$ cat src/rtl/boot_loader_ctrl.sv
// Byte-stream bootloader: takes a length-prefixed little-endian image over valid/ready,
// writes it word by word into instruction memory, then releases the core from reset.
module boot_loader_ctrl #(
   parameter int unsigned ADDR_BITS      = 10,
   parameter int unsigned TIMEOUT_CYCLES = 0
) (
   input  logic                 clk,
   input  logic                 rst,
   input  logic [7:0]           rx_data,
   input  logic                 rx_valid,
   output logic                 rx_ready,
   input  logic                 boot_start,
   output logic                 core_rst,
   output logic [3:0]           mem_w_enb,
   output logic [ADDR_BITS-1:0] mem_addr,
   output logic [31:0]          mem_w_data,
   output logic                 busy,
   output logic                 done,
   output logic                 error,
   output logic [ADDR_BITS-2:0] words_loaded
);

   localparam int unsigned MAX_WORDS = 2 ** (ADDR_BITS - 2);
   localparam int unsigned WB        = ADDR_BITS - 1;

   typedef enum logic [2:0] {S_HDR, S_LOAD, S_WRITE, S_DONE, S_ERR} state_t;

   state_t        state;
   logic [1:0]    byte_idx;
   logic [23:0]   byte_buf;
   logic [WB-1:0] n_words;
   logic [31:0]   idle_cnt;
   logic          accept;
   logic [31:0]   full_word;
   logic [WB-1:0] next_k;
   logic          idle_run;
   logic          timeout_hit;

   assign rx_ready  = (state == S_HDR) || (state == S_LOAD);
   assign busy      = rx_ready || (state == S_WRITE);
   assign accept    = rx_valid && rx_ready;
   assign full_word = {rx_data, byte_buf};
   assign next_k    = words_loaded + WB'(1);

   // Idle time only counts once a transfer is actually under way.
   assign idle_run    = (TIMEOUT_CYCLES != 0) &&
                        ((state == S_LOAD) || ((state == S_HDR) && (byte_idx != 2'd0)));
   assign timeout_hit = idle_run && !accept && (idle_cnt == TIMEOUT_CYCLES - 1);

   always_ff @(posedge clk or posedge rst) begin
      if (rst) begin
         state        <= S_HDR;
         byte_idx     <= '0;
         byte_buf     <= '0;
         n_words      <= '0;
         idle_cnt     <= '0;
         core_rst     <= 1'b1;
         mem_w_enb    <= '0;
         mem_addr     <= '0;
         mem_w_data   <= '0;
         done         <= 1'b0;
         error        <= 1'b0;
         words_loaded <= '0;
      end else begin
         mem_w_enb <= '0;

         if (accept)
            idle_cnt <= '0;
         else if (idle_run)
            idle_cnt <= idle_cnt + 32'd1;

         if (accept) begin
            byte_idx <= byte_idx + 2'd1;
            case (byte_idx)
               2'd0:    byte_buf[7:0]   <= rx_data;
               2'd1:    byte_buf[15:8]  <= rx_data;
               2'd2:    byte_buf[23:16] <= rx_data;
               default: ;
            endcase
         end

         case (state)
            S_HDR: begin
               if (timeout_hit) begin
                  state <= S_ERR;
                  error <= 1'b1;
               end else if (accept && (byte_idx == 2'd3)) begin
                  if (full_word == 32'd0) begin
                     state    <= S_DONE;
                     core_rst <= 1'b0;
                     done     <= 1'b1;
                  end else if (full_word > MAX_WORDS) begin
                     state <= S_ERR;
                     error <= 1'b1;
                  end else begin
                     n_words <= full_word[WB-1:0];
                     state   <= S_LOAD;
                  end
               end
            end
            S_LOAD: begin
               if (timeout_hit) begin
                  state <= S_ERR;
                  error <= 1'b1;
               end else if (accept && (byte_idx == 2'd3)) begin
                  mem_w_enb  <= 4'hF;
                  mem_addr   <= {words_loaded[WB-2:0], 2'b00};
                  mem_w_data <= full_word;
                  state      <= S_WRITE;
               end
            end
            S_WRITE: begin
               words_loaded <= next_k;
               if (next_k == n_words) begin
                  state    <= S_DONE;
                  core_rst <= 1'b0;
                  done     <= 1'b1;
               end else begin
                  state <= S_LOAD;
               end
            end
            S_DONE, S_ERR: begin
               if (boot_start) begin
                  state        <= S_HDR;
                  core_rst     <= 1'b1;
                  done         <= 1'b0;
                  error        <= 1'b0;
                  words_loaded <= '0;
                  byte_idx     <= '0;
                  idle_cnt     <= '0;
               end
            end
            default: state <= S_HDR;
         endcase
      end
   end

endmodule

$ cat config.mk
export PLATFORM = sky130hd
export DESIGN_NAME = boot_loader_ctrl
export DESIGN_NICKNAME = d
export VERILOG_FILES = /design/src/rtl/boot_loader_ctrl.sv
export SDC_FILE = /design/constraint.sdc
export NUM_CORES = 1
export LEC_CHECK = 0
export BUFFER_PORTS_ARGS = -buffer_cell sky130_fd_sc_hd__buf_2
export CORE_MARGIN = 3
export CORE_UTILIZATION = 25
export CTS_CLUSTER_SIZE = 16
export DETAILED_ROUTE_END_ITERATION = 8
export PLACE_DENSITY = 0.48
export SYNTH_ARGS = -nofsm -noshare
export SYNTH_HDL_FRONTEND = slang
export SYNTH_SLANG_ARGS = --single-unit
$ cat constraint.sdc
create_clock -name clk -period 3.45 [get_ports clk]
set_clock_uncertainty 0.05 [all_clocks]
set_input_delay 0.345 -clock clk [delete_from_list [all_inputs] [get_ports clk]]
set_output_delay 0.345 -clock clk [all_outputs]
set_load 0.02 [all_outputs]
==> qor.csv <==
stage,metric,value,unit
run_status,status,"finished, final reports clean",
setup_path,reg2reg_depth,7,
route,initialDrtViolationCount,96,
layout,drive_gt1_share,42.5,%
layout,fillCellCount,1662,
route,wl_per_cell,15.6,um
yosys,yosysWarnings,0,
yosys,async_flop_share,100,%
setup_path,end_kind,flip-flop,
timing,fin_crit_sh,68.8,%
setup_path,start_kind,flip-flop,
clock_tree,insertion_delay,0.34,ns
clock_tree,cts_resized,0,
clock_tree,cts_setup_buffers,0,
place,io_buffers,69,
yosys,ys_top_cells_by_area,"dfrtp_1, mux2_2, o21ai_0",
clock_tree,htree_levels,3,
layout,n_antenna_cell,0,
yosys,synth-edff-count,0,
yosys,yosys_register_bits,91,
yosys,synth_most_common_cell,dfrtp_1,
timing,finalSetupTns,0,ns
timing,worst_pin_slew,0.910,ns
place,dpl.hpwl,6.96,mm
global_route,grt_pass1_wl,15.7,mm
timing,rsz0062_at_grt,no,
route,drtAntennaViolNets,0,
setup_path,r2r_start,words_loaded[0]$_DFFE_PP0P_,
yosys,synth_top_cell_area_share,53.7,%
yosys,yosysTopAreaCell,dfrtp_1,
timing,final_hold_viol_count,0,
yosys,synthDistinctLibCells,51,
yosys,synthCells,342,
floorplan,placementRows,46,
flow_run,drv_cap,0,
setup_path,cp_max_fo,10,
timing,fmax,422,MHz
setup_path,crit_arrival,2.57,ns
floorplan,initial_utilization,25.9,%
clock_tree,clock-sinks,91,
global_route,grt_use_total,11.1,%
timing,slew_headroom,39.3,%
setup_path,reg2reg_to,done$_DFFE_PP0P_,
min_path,hp-class,in2async,
floorplan,die_w,136,um
timing,finalMaxSlewViolations,0,
floorplan,die_y,136,um
clock_tree,cts_buffer_depth,2,
power_and_ir_drop,power.density,886,mW/mm^2
route,routed_wl,9.66,mm
timing,setup_violations,0,
yosys,synthFlopType,dfrtp_1,
yosys,avgSynthCellArea,12.3,um^2
global_route,grt_max_degree,53,
timing,min_period,2.37,ns
yosys,ys_seq_area_share,54.3,%
global_route,grt_overflow_total,0,
yosys,syn-cell-area,0.00419,mm^2
timing,hold_slack,0.114,ns
clock_tree,cts_hold_buf,0,
floorplan,io_pins,72,
floorplan,die-area,0.0184,mm^2
layout,nets,418,
setup_path,crit_start,words_loaded[0]$_DFFE_PP0P_,
setup_path,critPathKind,reg2reg,
layout,syn_to_final_growth,18.8,%
power_and_ir_drop,ir_drop,0.330,mV
global_route,antenna_found_initial,0,
setup_path,rrSetupSlack,1.08,ns
yosys,ys_top_cells_by_count,"dfrtp_1, mux2_2, nand2_1, o21ai_0, nor2_1",
place,placed_cell_area,0.00471,mm^2
layout,fin_area,0.00498,mm^2
setup_path,crit_required,3.65,ns
clock_tree,clk_pin_slew_worst_paths,0.06,ns
power_and_ir_drop,leakage,2.31,nW
place,globalplace.congestion,0.833,
clock_tree,tritoncts,yes,
route,dr.pass1.iters,4,
power_and_ir_drop,totalPowerFinal,4.42,mW
route,num_vias,2803,
clock_tree,cts_buffers,9,
floorplan,coreArea,0.0162,mm^2
route,vias_per_cell,4.51,
route,drc_errors,0,
clock_tree,cts-root-buf,clkbuf_16,
global_route,grt_pass1_vias,2849,
-- kinds of logic (layout without fill, tap and decap cells) --
family	after synthesis	in the layout	synth area share (%)
DFF	91	91	54.3
muxes	71	71	19.1
and+or+nand+nor	82	82	10.4
adders and majority gates	6	6	1.76
buffers and inverters	34	96	4.24
xor gates and xnor gates	14	14	3.10
other	1	2	0.0894
AOI/OAI and AO/OA	43	43	7.04
-- per-layer routing --
| layer | global-route usage (%) | wire (um) |
|---|---|---|
| met5 | 0 | 0 |
| met4 | 3.14 | 132 |
| met3 | 4.42 | 572 |
| met2 | 16.6 | 4300 |
| met1 | 14.9 | 4660 |
-- flip-flops by register name, indices dropped and copies added, names as in the netlist --
name          cells
core_rst          1
byte_buf         24
state             3
words_loaded      9
mem_addr          8
done              1
mem_w_enb         1
n_words           9
mem_w_data       32
error             1
byte_idx          2
-- power breakdown --
| group | switching [mW] | total (mW) | internal [mW] | leakage (nW) |
|---|---|---|---|---|
| Combinational | 0.848 | 1.55 | 0.704 | 1.03 |
| Clock | 0.427 | 0.935 | 0.508 | 0.135 |
| Sequential | 0.419 | 1.93 | 1.51 | 1.15 |
| Total | 1.69 | 4.42 | 2.72 | 2.31 |
-- per-stage QoR --
stage | setup slack (ns) | instances | utilization [%]
finish | 1.08 | 621 | 30.8
global route | 0.885 | 621 | 30.8
CTS | 1.05 | 621 | 30.8
detailed placement | 1.06 | 606 | 29.1
global placement | 1.10 | 606 | 29.1
floorplan | 0.693 | 343 | -
-- cells in the final DEF (no fill, tap or decap), drive strengths merged, types with 2 or more instances in the layout --
| cell | Yosys | final |
|---|---|---|
| dfrtp | 90 | 90 |
| buf | 19 | 74 |
| mux2 | 71 | 71 |
| nand2 | 24 | 24 |
| o21ai | 19 | 19 |
| nor2 | 14 | 14 |
| clkbuf | 8 | 10 |
| nor4 | 10 | 10 |
| xnor2 | 9 | 9 |
| nand3 | 8 | 8 |
| inv | 7 | 7 |
| and3 | 5 | 5 |
| ha | 5 | 5 |
| xor2 | 5 | 5 |
| nor3 | 4 | 4 |
| nand2b | 4 | 4 |
| clkinv | 0 | 4 |
| a21oi | 3 | 3 |
| a22o | 3 | 3 |
| o21a | 3 | 3 |
| nand4 | 2 | 2 |
| nor2b | 2 | 2 |
| nor3b | 2 | 2 |
| or3 | 2 | 2 |
| o221ai | 2 | 2 |
| a311oi | 2 | 2 |
| conb | 1 | 2 |
-- area by class of cell --
cell class / count / area [um^2] / share of cell area, %
clock buffer: 10 / 239 / 4.80
inverter: 7 / 27.5 / 0.552
tap: 216 / 270 / 5.42
clock inverter: 5 / 38.8 / 0.778
multi-input combinational: 218 / 1750 / 35.0
timing repair buffer: 74 / 383 / 7.68
sequential: 91 / 2280 / 45.7
-- worst max-delay path: stages (launching register included) --
cell	delay (ns)
dfrtp_1	0.51
ha_1	0.33
nand3_2	0.12
nor2_1	0.26
xnor2_1	0.15
o311ai_0	0.19
or4_4	0.56
o211ai_1	0.12
-- worst max path at each step --
stage	slack, ns	endpoint
floorplan	0.69	byte_buf[0]$_DFFE_PP0P_
global placement	1.10	core_rst$_DFFE_PP1P_
detailed placement	1.06	core_rst$_DFFE_PP1P_
CTS	1.05	done$_DFFE_PP0P_
global route	0.88	done$_DFFE_PP0P_
finish	1.08	done$_DFFE_PP0P_
Note: power is estimated with default switching activity, not from simulation.
